## config.mk

```make
export PLATFORM = sky130hd
export DESIGN_NAME = seg_scan_master
export DESIGN_NICKNAME = d
export VERILOG_FILES = /design/src/rtl/seg_scan_master.sv
export SDC_FILE = /design/constraint.sdc
export NUM_CORES = 1
export LEC_CHECK = 0
export CAP_MARGIN = 20
export CORE_ASPECT_RATIO = 1.1
export CORE_MARGIN = 2
export CORE_UTILIZATION = 37
export CTS_BUF_LIST = sky130_fd_sc_hd__clkbuf_4 sky130_fd_sc_hd__clkbuf_8 sky130_fd_sc_hd__clkbuf_16
export CTS_CLUSTER_DIAMETER = 80
export DETAILED_ROUTE_END_ITERATION = 8
export GPL_TIMING_DRIVEN = 0
export PLACE_DENSITY = 0.71
export SETUP_SLACK_MARGIN = 0.3
export SLEW_MARGIN = 25
export SYNTH_ARGS = -nofsm -noshare
export SYNTH_HDL_FRONTEND = slang
export SYNTH_SLANG_ARGS = --single-unit
```

## constraint.sdc

```tcl
create_clock -name clk -period 3.91 [get_ports clk]
set_input_delay 0.5865 -clock clk [delete_from_list [all_inputs] [get_ports clk]]
set_output_delay 0.5865 -clock clk [all_outputs]
set_load 0.01 [all_outputs]
```

## src/rtl/seg_scan_master.sv

```systemverilog
// Bus initiator that fetches a 16-bit value and multiplexes it onto a 4-digit 7-segment display register.
// Optional build macro BLANK_LEADING_ZERO_EN blanks leading zero digits 1..3.
module seg_scan_master #(
  parameter logic [31:0] SRC_ADDR = 32'h00000100,
  parameter logic [31:0] SEG_ADDR = 32'h40000010,
  parameter int          SCAN_DIV = 50000
) (
  input  logic        clk,
  input  logic        reset,
  input  logic        enable,
  output logic        bus_req,
  input  logic        bus_gnt,
  output logic        Write_enable,
  output logic        Read_enable,
  output logic        WordorByte,
  output logic [31:0] Addr,
  output logic [31:0] Write_data,
  input  logic [31:0] Read_data,
  output logic [15:0] cur_value,
  output logic        busy
);

  typedef enum logic [2:0] {
    IDLE,
    REQ_RD,
    READ,
    REQ_WR,
    WRITE,
    WAIT_TICK
  } state_t;

  localparam int DIV_W = (SCAN_DIV > 2) ? $clog2(SCAN_DIV) : 1;
  localparam logic [DIV_W-1:0] DIV_LAST = DIV_W'(SCAN_DIV - 1);

  state_t           state;
  state_t           state_next;
  logic [1:0]       digit_idx;
  logic [DIV_W-1:0] divider;
  logic             stop_pending;
  logic [3:0]       nibble;
  logic [3:0]       an;
  logic [6:0]       seg;
  logic [6:0]       seg_raw;
  logic [15:0]      unused_rd_hi;

  assign unused_rd_hi = Read_data[31:16];

  function automatic logic [6:0] hex_to_seg(input logic [3:0] n);
    case (n)
      4'h0: hex_to_seg = 7'h40;
      4'h1: hex_to_seg = 7'h79;
      4'h2: hex_to_seg = 7'h24;
      4'h3: hex_to_seg = 7'h30;
      4'h4: hex_to_seg = 7'h19;
      4'h5: hex_to_seg = 7'h12;
      4'h6: hex_to_seg = 7'h02;
      4'h7: hex_to_seg = 7'h78;
      4'h8: hex_to_seg = 7'h00;
      4'h9: hex_to_seg = 7'h10;
      4'hA: hex_to_seg = 7'h08;
      4'hB: hex_to_seg = 7'h03;
      4'hC: hex_to_seg = 7'h46;
      4'hD: hex_to_seg = 7'h21;
      4'hE: hex_to_seg = 7'h06;
      default: hex_to_seg = 7'h0E;
    endcase
  endfunction

  always_comb begin
    nibble = cur_value[3:0];
    an     = 4'b1110;
    case (digit_idx)
      2'd1: begin nibble = cur_value[7:4];   an = 4'b1101; end
      2'd2: begin nibble = cur_value[11:8];  an = 4'b1011; end
      2'd3: begin nibble = cur_value[15:12]; an = 4'b0111; end
      default: begin nibble = cur_value[3:0]; an = 4'b1110; end
    endcase
  end

  assign seg_raw = hex_to_seg(nibble);

`ifdef BLANK_LEADING_ZERO_EN
  logic lead_zero;

  // A digit is blank only when it and every more-significant digit are zero.
  always_comb begin
    lead_zero = 1'b0;
    case (digit_idx)
      2'd1: lead_zero = (cur_value[15:4] == 12'h000);
      2'd2: lead_zero = (cur_value[15:8] == 8'h00);
      2'd3: lead_zero = (cur_value[15:12] == 4'h0);
      default: lead_zero = 1'b0;
    endcase
  end

  assign seg = lead_zero ? 7'h7F : seg_raw;
`else
  assign seg = seg_raw;
`endif

  assign busy = (state != IDLE);

  always_comb begin
    state_next   = state;
    bus_req      = 1'b0;
    Read_enable  = 1'b0;
    Write_enable = 1'b0;
    WordorByte   = 1'b0;
    Addr         = 32'h0;
    Write_data   = 32'h0;
    case (state)
      IDLE: begin
        if (enable) state_next = REQ_RD;
      end
      REQ_RD: begin
        bus_req = 1'b1;
        if (bus_gnt) state_next = READ;
      end
      READ: begin
        bus_req     = 1'b1;
        Read_enable = 1'b1;
        WordorByte  = 1'b1;
        Addr        = SRC_ADDR;
        state_next  = REQ_WR;
      end
      REQ_WR: begin
        bus_req = 1'b1;
        if (bus_gnt) state_next = WRITE;
      end
      WRITE: begin
        bus_req      = 1'b1;
        Write_enable = 1'b1;
        WordorByte   = 1'b1;
        Addr         = SEG_ADDR;
        Write_data   = {20'b0, an, 1'b0, seg};
        state_next   = (stop_pending || !enable) ? IDLE : WAIT_TICK;
      end
      WAIT_TICK: begin
        if (!enable) state_next = IDLE;
        else if (divider == DIV_LAST) state_next = (digit_idx == 2'd0) ? REQ_RD : REQ_WR;
      end
      default: state_next = IDLE;
    endcase
  end

  // A stop request seen mid-transfer is remembered so the sweep still ends after its write.
  always_ff @(posedge clk or negedge reset) begin
    if (!reset) begin
      state        <= IDLE;
      digit_idx    <= 2'd0;
      divider      <= '0;
      stop_pending <= 1'b0;
      cur_value    <= 16'h0;
    end else begin
      state <= state_next;
      if (state == READ) cur_value <= Read_data[15:0];
      if (state_next == IDLE) begin
        digit_idx    <= 2'd0;
        divider      <= '0;
        stop_pending <= 1'b0;
      end else begin
        if (state == WRITE) begin
          digit_idx <= digit_idx + 2'd1;
          divider   <= '0;
        end else if (state == WAIT_TICK) begin
          divider <= divider + 1'b1;
        end
        if (!enable && state != IDLE) stop_pending <= 1'b1;
      end
    end
  end

endmodule

```

After elaboration in Yosys (flattened, before gate mapping)
Memory sizes are Yosys's and may differ from the RTL's.
Cells that the tools add are included.
{"block": "word_totals", "output_inout_bits": 85, "elab_cells": 52, "in_bits": 36, "ff_bits": 38, "mem_bits_ro": 112, "memories": 1}
{"block": "op_classes", "n_reduce_logical": 12, "eq_ne": 9, "mux": 23, "n_addsub": 2}
{"name": "(no name shown)", "depth": 16, "width": 7, "rd": 1, "rd_clocked_by_memory_dff": 0, "write_ports": 0, "line_no": "49", "source": "case (n)"}
{"op": "one-hot mux 31 bit (2 select lines)", "n": 1}
{"op": "2-to-1 mux 16 bit", "n": 3}
{"op": "one-hot mux 4 bit (3 select lines)", "n": 2}
{"op": "2-to-1 mux 3 bit", "n": 6}
{"op": "one-hot mux 3 bit (6 select lines)", "n": 1}
{"op": "adder 16 x 1 -> 16 bit (second input constant)", "n": 1}
{"op": "equality test 16 bit (second input constant)", "n": 1}
{"op": "2-to-1 mux 12 bit", "n": 1}
{"op": "equality test 3 x 2 -> 1 bit (second input constant)", "n": 2}
{"op": "equality test 3 bit (second input constant)", "n": 2}
{"op": "logical NOT 3 bit", "n": 2}
{"op": "2-to-1 mux 1 bit", "n": 6}
{"op": "2-to-1 mux 2 bit", "n": 3}
{"op": "nonzero test 3 bit", "n": 2}
{"op": "equality test 2 bit (second input constant)", "n": 2}
{"op": "nonzero test 2 bit", "n": 2}
{"op": "OR reduction 4 bit", "n": 1}
{"op": "equality test 3 x 1 -> 1 bit (second input constant)", "n": 1}
{"op": "adder 2 x 1 -> 2 bit (second input constant)", "n": 1}
{"op": "equality test 2 x 1 -> 1 bit (second input constant)", "n": 1}
{"op": "logical NOT 2 bit", "n": 1}
{"op": "OR reduction 2 bit", "n": 1}
{"op": "logical AND 1 bit", "n": 1}
{"op": "logical NOT 1 bit", "n": 1}
{"op": "logical OR 1 bit", "n": 1}

Longest topological paths before layout
{"block": "logic_depth", "word_depth": 7, "mapped_depth": 10, "ltp_nobuf": 10}

Worst setup path before layout
No wires, ideal clock.
{"block": "synth_timing", "path_type": "register to output", "from": "reg digit_idx[0]", "to": "out Write_data[1]", "path_buffers": 1, "required_time_ps": 3323, "arrival_ps": 2089, "path_stages_with_launch": 10, "path_slack_ps": 1235, "cell_sequence": "dfrtp_1 -> inv_1 -> ha_1 -> clkbuf_1 -> mux2_2 -> ha_1 -> inv_1 -> nor2_1 -> a21oi_1 -> o21ai_0"}
{"block": "synth_between", "elab_chain_len": 4, "elab_cells_between_ends": 6}
{"element": "start, declared", "line_no": "37", "source": "logic [1:0] digit_idx;"}
{"element": "start signal, assigned", "line_no": "163", "source": "digit_idx <= digit_idx + 2'd1;"}
{"element": "equality test 2 bit / equality test 2 x 1 -> 1 bit (equally long branches)", "line_no": "72", "source": "case (digit_idx)"}
{"element": "one-hot mux 4 bit (3 select lines) *", "line_no": "72"}
{"element": "memory read (16 x 7 bit) *"}
{"element": "2-to-1 mux 12 bit *", "line_no": "111", "source": "case (state)"}
{"element": "end, declared", "line_no": "17", "source": "output logic [31:0] Write_data,"}
Every way passes the cells marked *; elsewhere a longest branch is shown, timed or not.

Worst setup path in the final report
{"block": "layout_timing", "from": "reg digit_idx[1]", "to": "out Write_data[2]"}
The elaborated chain is that of the path after synthesis.

==> impl_metrics.tcl <==
set metrics [dict create \
    yosysSeqAreaShare 0.344 \
    final_cell_mix "58 x buf_4, 50 x conb_1, 47 x clkdlybuf4s50_1" \
    syn_avg_cell_area_um2 9.54 \
    area_delta_synth_final_pct 38.1 \
    cts_tree "built" \
    ant_nets 0 \
    r2r_end "divider[12]" \
    endpoint_kind "output port" \
    ys_ff_latch 38 \
    synth-compound-area-share 0.0633 \
    drv_cap 0 \
    cts-root-buf "clkbuf_8" \
    grt.total_usage 0.142 \
    setup-violations-final 0 \
    slew_headroom 0.648 \
    powerDensity_nw_per_um2 616 \
    period_minus_slack_ps 3510 \
    muxShareOfSynthArea 0.0900 \
    synth_xor_area_frac 0.0538 \
    chipHeight_um 94.7 \
    row_count 33 \
    num_io_pins 121 \
    path_cells "inv_1 > ha_1 > a222oi_1 > mux2i_4 > buf_4 > ha_1 > inv_1 > a22oi_1 > nor2_1 > clkdlybuf4s50_1" \
    rsz0062_at_grt "true" \
    setup-tns-final_ps 0 \
    hp-class "in2async" \
    r2r_cells 8 \
    required_ps 3320 \
    irDropWorstVdd_mv 0.466 \
    worst_pin_slew_ps 528 \
    r2r_slack_ps 2160 \
    power_mw 2.36 \
    wl_mm 5.57 \
    overflow 0 \
    synth_ff_type "dfrtp_1" \
    clock_latency_ps 290 \
    pwr-share-seq 0.256 \
    fmax_mhz 285 \
    post-route-period-util 0.898 \
    synth-async-reset-ratio 1.00 \
    crit_type "reg2out" \
    synthCells 290 \
    synthSimpleGateAreaFrac 0.186 \
    core_area_um2 7350 \
    synth-edff-count 0 \
    hold_violations 0 \
    start_util 0.377 \
    synth_top_family_by_area "buffers and inverters" \
    slew_violations 0 \
    p_sw_frac 0.379 \
    cts_buffer_depth 2 \
    p_sw_mw 0.893 \
    drc_errors 0 \
    power_frac_comb 0.568 \
    numCtsBuffers 5 \
    numClockSinks 38 \
    grt_pass1_vias 2038 \
    grt_max_degree 22 \
    htreeDepth 2 \
    critPathMaxStageDelay_ps 570 \
    hpwl_mm 4.41 \
    status "finished clean" \
    n_antenna_cell 0 \
    cp.arrival_ps 2930 \
    final_nets 456 \
    clkSlewWorstSetupHoldPaths_ps 80 \
    skew_ps 6.03 \
    die_w_um 86.5 \
    cp_max_fo 6 \
    cpMaxStageDelayCell "clkdlybuf4s50_1" \
    port_buffers 54 \
    drt_iter0_markers 79 \
    wl_per_cell_um 11.3 \
    antenna_found_initial 0 \
    via_count 2133 \
    reg2reg_from "state[2]" \
    leakage_nw 1.93 \
    drive_gt1_frac 0.262 \
    clock_power_share 0.176 \
    synth_area_um2 2770 \
    synth.yosys.warnings 0 \
    routabilityCongestion 0.824 \
    synth_adder_area_share 0.0723 \
    synth_cell_type_count 43 \
    first_pass_iters 4 \
    viasPerCell 4.34 \
    dieArea_um2 8190 \
    start_kind "register" \
    p_int_mw 1.46 \
    final_common_cell "buf_4" \
    grt_pass1_wl_mm 9.27 \
]
metrics by stage:
step                cell area (µm²)  hold WS (ps)  std cells  setup slack (ps)   util
finish                         3820           264        492               398  0.520
floorplan                      2950           291        339              1230      -
global placement               3600           519        480               556  0.490
CTS                            3790           274        491               305  0.515
detailed placement             3620           519        481               516  0.493
global route                   3820           305        492               206  0.520
metal layers:
layer / routed length (µm) / track usage
met3: 564 / 0.0577
met2: 2730 / 0.245
met4: 122 / 0.0495
met1: 2140 / 0.157
met5: 0 / 0
critical path: cells and delay by family (launching register included):
| kind | cells | cell delay (ps) |
|---|---|---|
| compound gates | 2 | 590 |
| flops | 1 | 430 |
| fa+ha+maj | 2 | 410 |
| buf+inv | 4 | 900 |
| simple gates | 1 | 130 |
| mux | 1 | 180 |
synth_stat cells (6+ instances only):
cell type,count,share of area
inv_1,14,0.019
nand2_1,27,0.037
o21ai_0,9,0.016
ha_1,16,0.072
nand3_1,7,0.013
xnor2_1,9,0.028
xor2_1,8,0.025
nor2_1,22,0.030
mux2_2,15,0.061
dfrtp_1,38,0.34
a21oi_1,6,0.011
nor2_4,9,0.037
buf_4,54,0.15
mux2i_1,8,0.029
state kept, by name (all words and copies together), names as in the netlist:
| signal | cells |
|---|---|
| cur_value | 16 |
| state | 3 |
| stop_pending | 1 |
| divider | 16 |
| digit_idx | 2 |
cell type report:
class | count | area (µm²)
multi-input combinational | 224 | 1490
buffer | 62 | 473
tap | 87 | 109
sequential | 38 | 952
timing repair buffer | 58 | 601
clock buffer | 6 | 82.6
inverter | 15 | 56.3
clock inverter | 2 | 60.1
fill | 664 | 3530
cell families after synthesis:
| kind of cell | after synthesis |
|---|---|
| adders and majority gates | 16 |
| xor gates and xnor gates | 17 |
| other | 1 |
| DFF | 38 |
| muxes | 23 |
| buffers and inverters | 77 |
| AOI/OAI and AO/OA | 27 |
| and+or+nand+nor | 91 |
how the worst max path moves through the flow:
stage,start,end,depth (start not counted)
after CTS,digit_idx[1],Write_data[0],10
after floorplan,digit_idx[0],Write_data[1],9
after global routing,digit_idx[1],Write_data[2],8
after global placement,digit_idx[0],Write_data[5],10
final,digit_idx[1],Write_data[2],10
after detailed placement,digit_idx[0],Write_data[2],9
power by group through the flow:
stage	clock network, mW	registers (mW)	logic, mW
floorplan	0	0.632	0.817
global placement	0	0.613	1.26
detailed placement	0	0.612	1.29
CTS	0.427	0.604	1.32
global route	0.444	0.622	1.45
finish	0.415	0.603	1.34
timing repair:
action,CTS,global route
gates resized for setup,3,11
setup buffers,2,1
hold buffers,0,0
pin swaps,0,2
setup endpoints to repair,7,7
(Power assumes the default switching activity.)
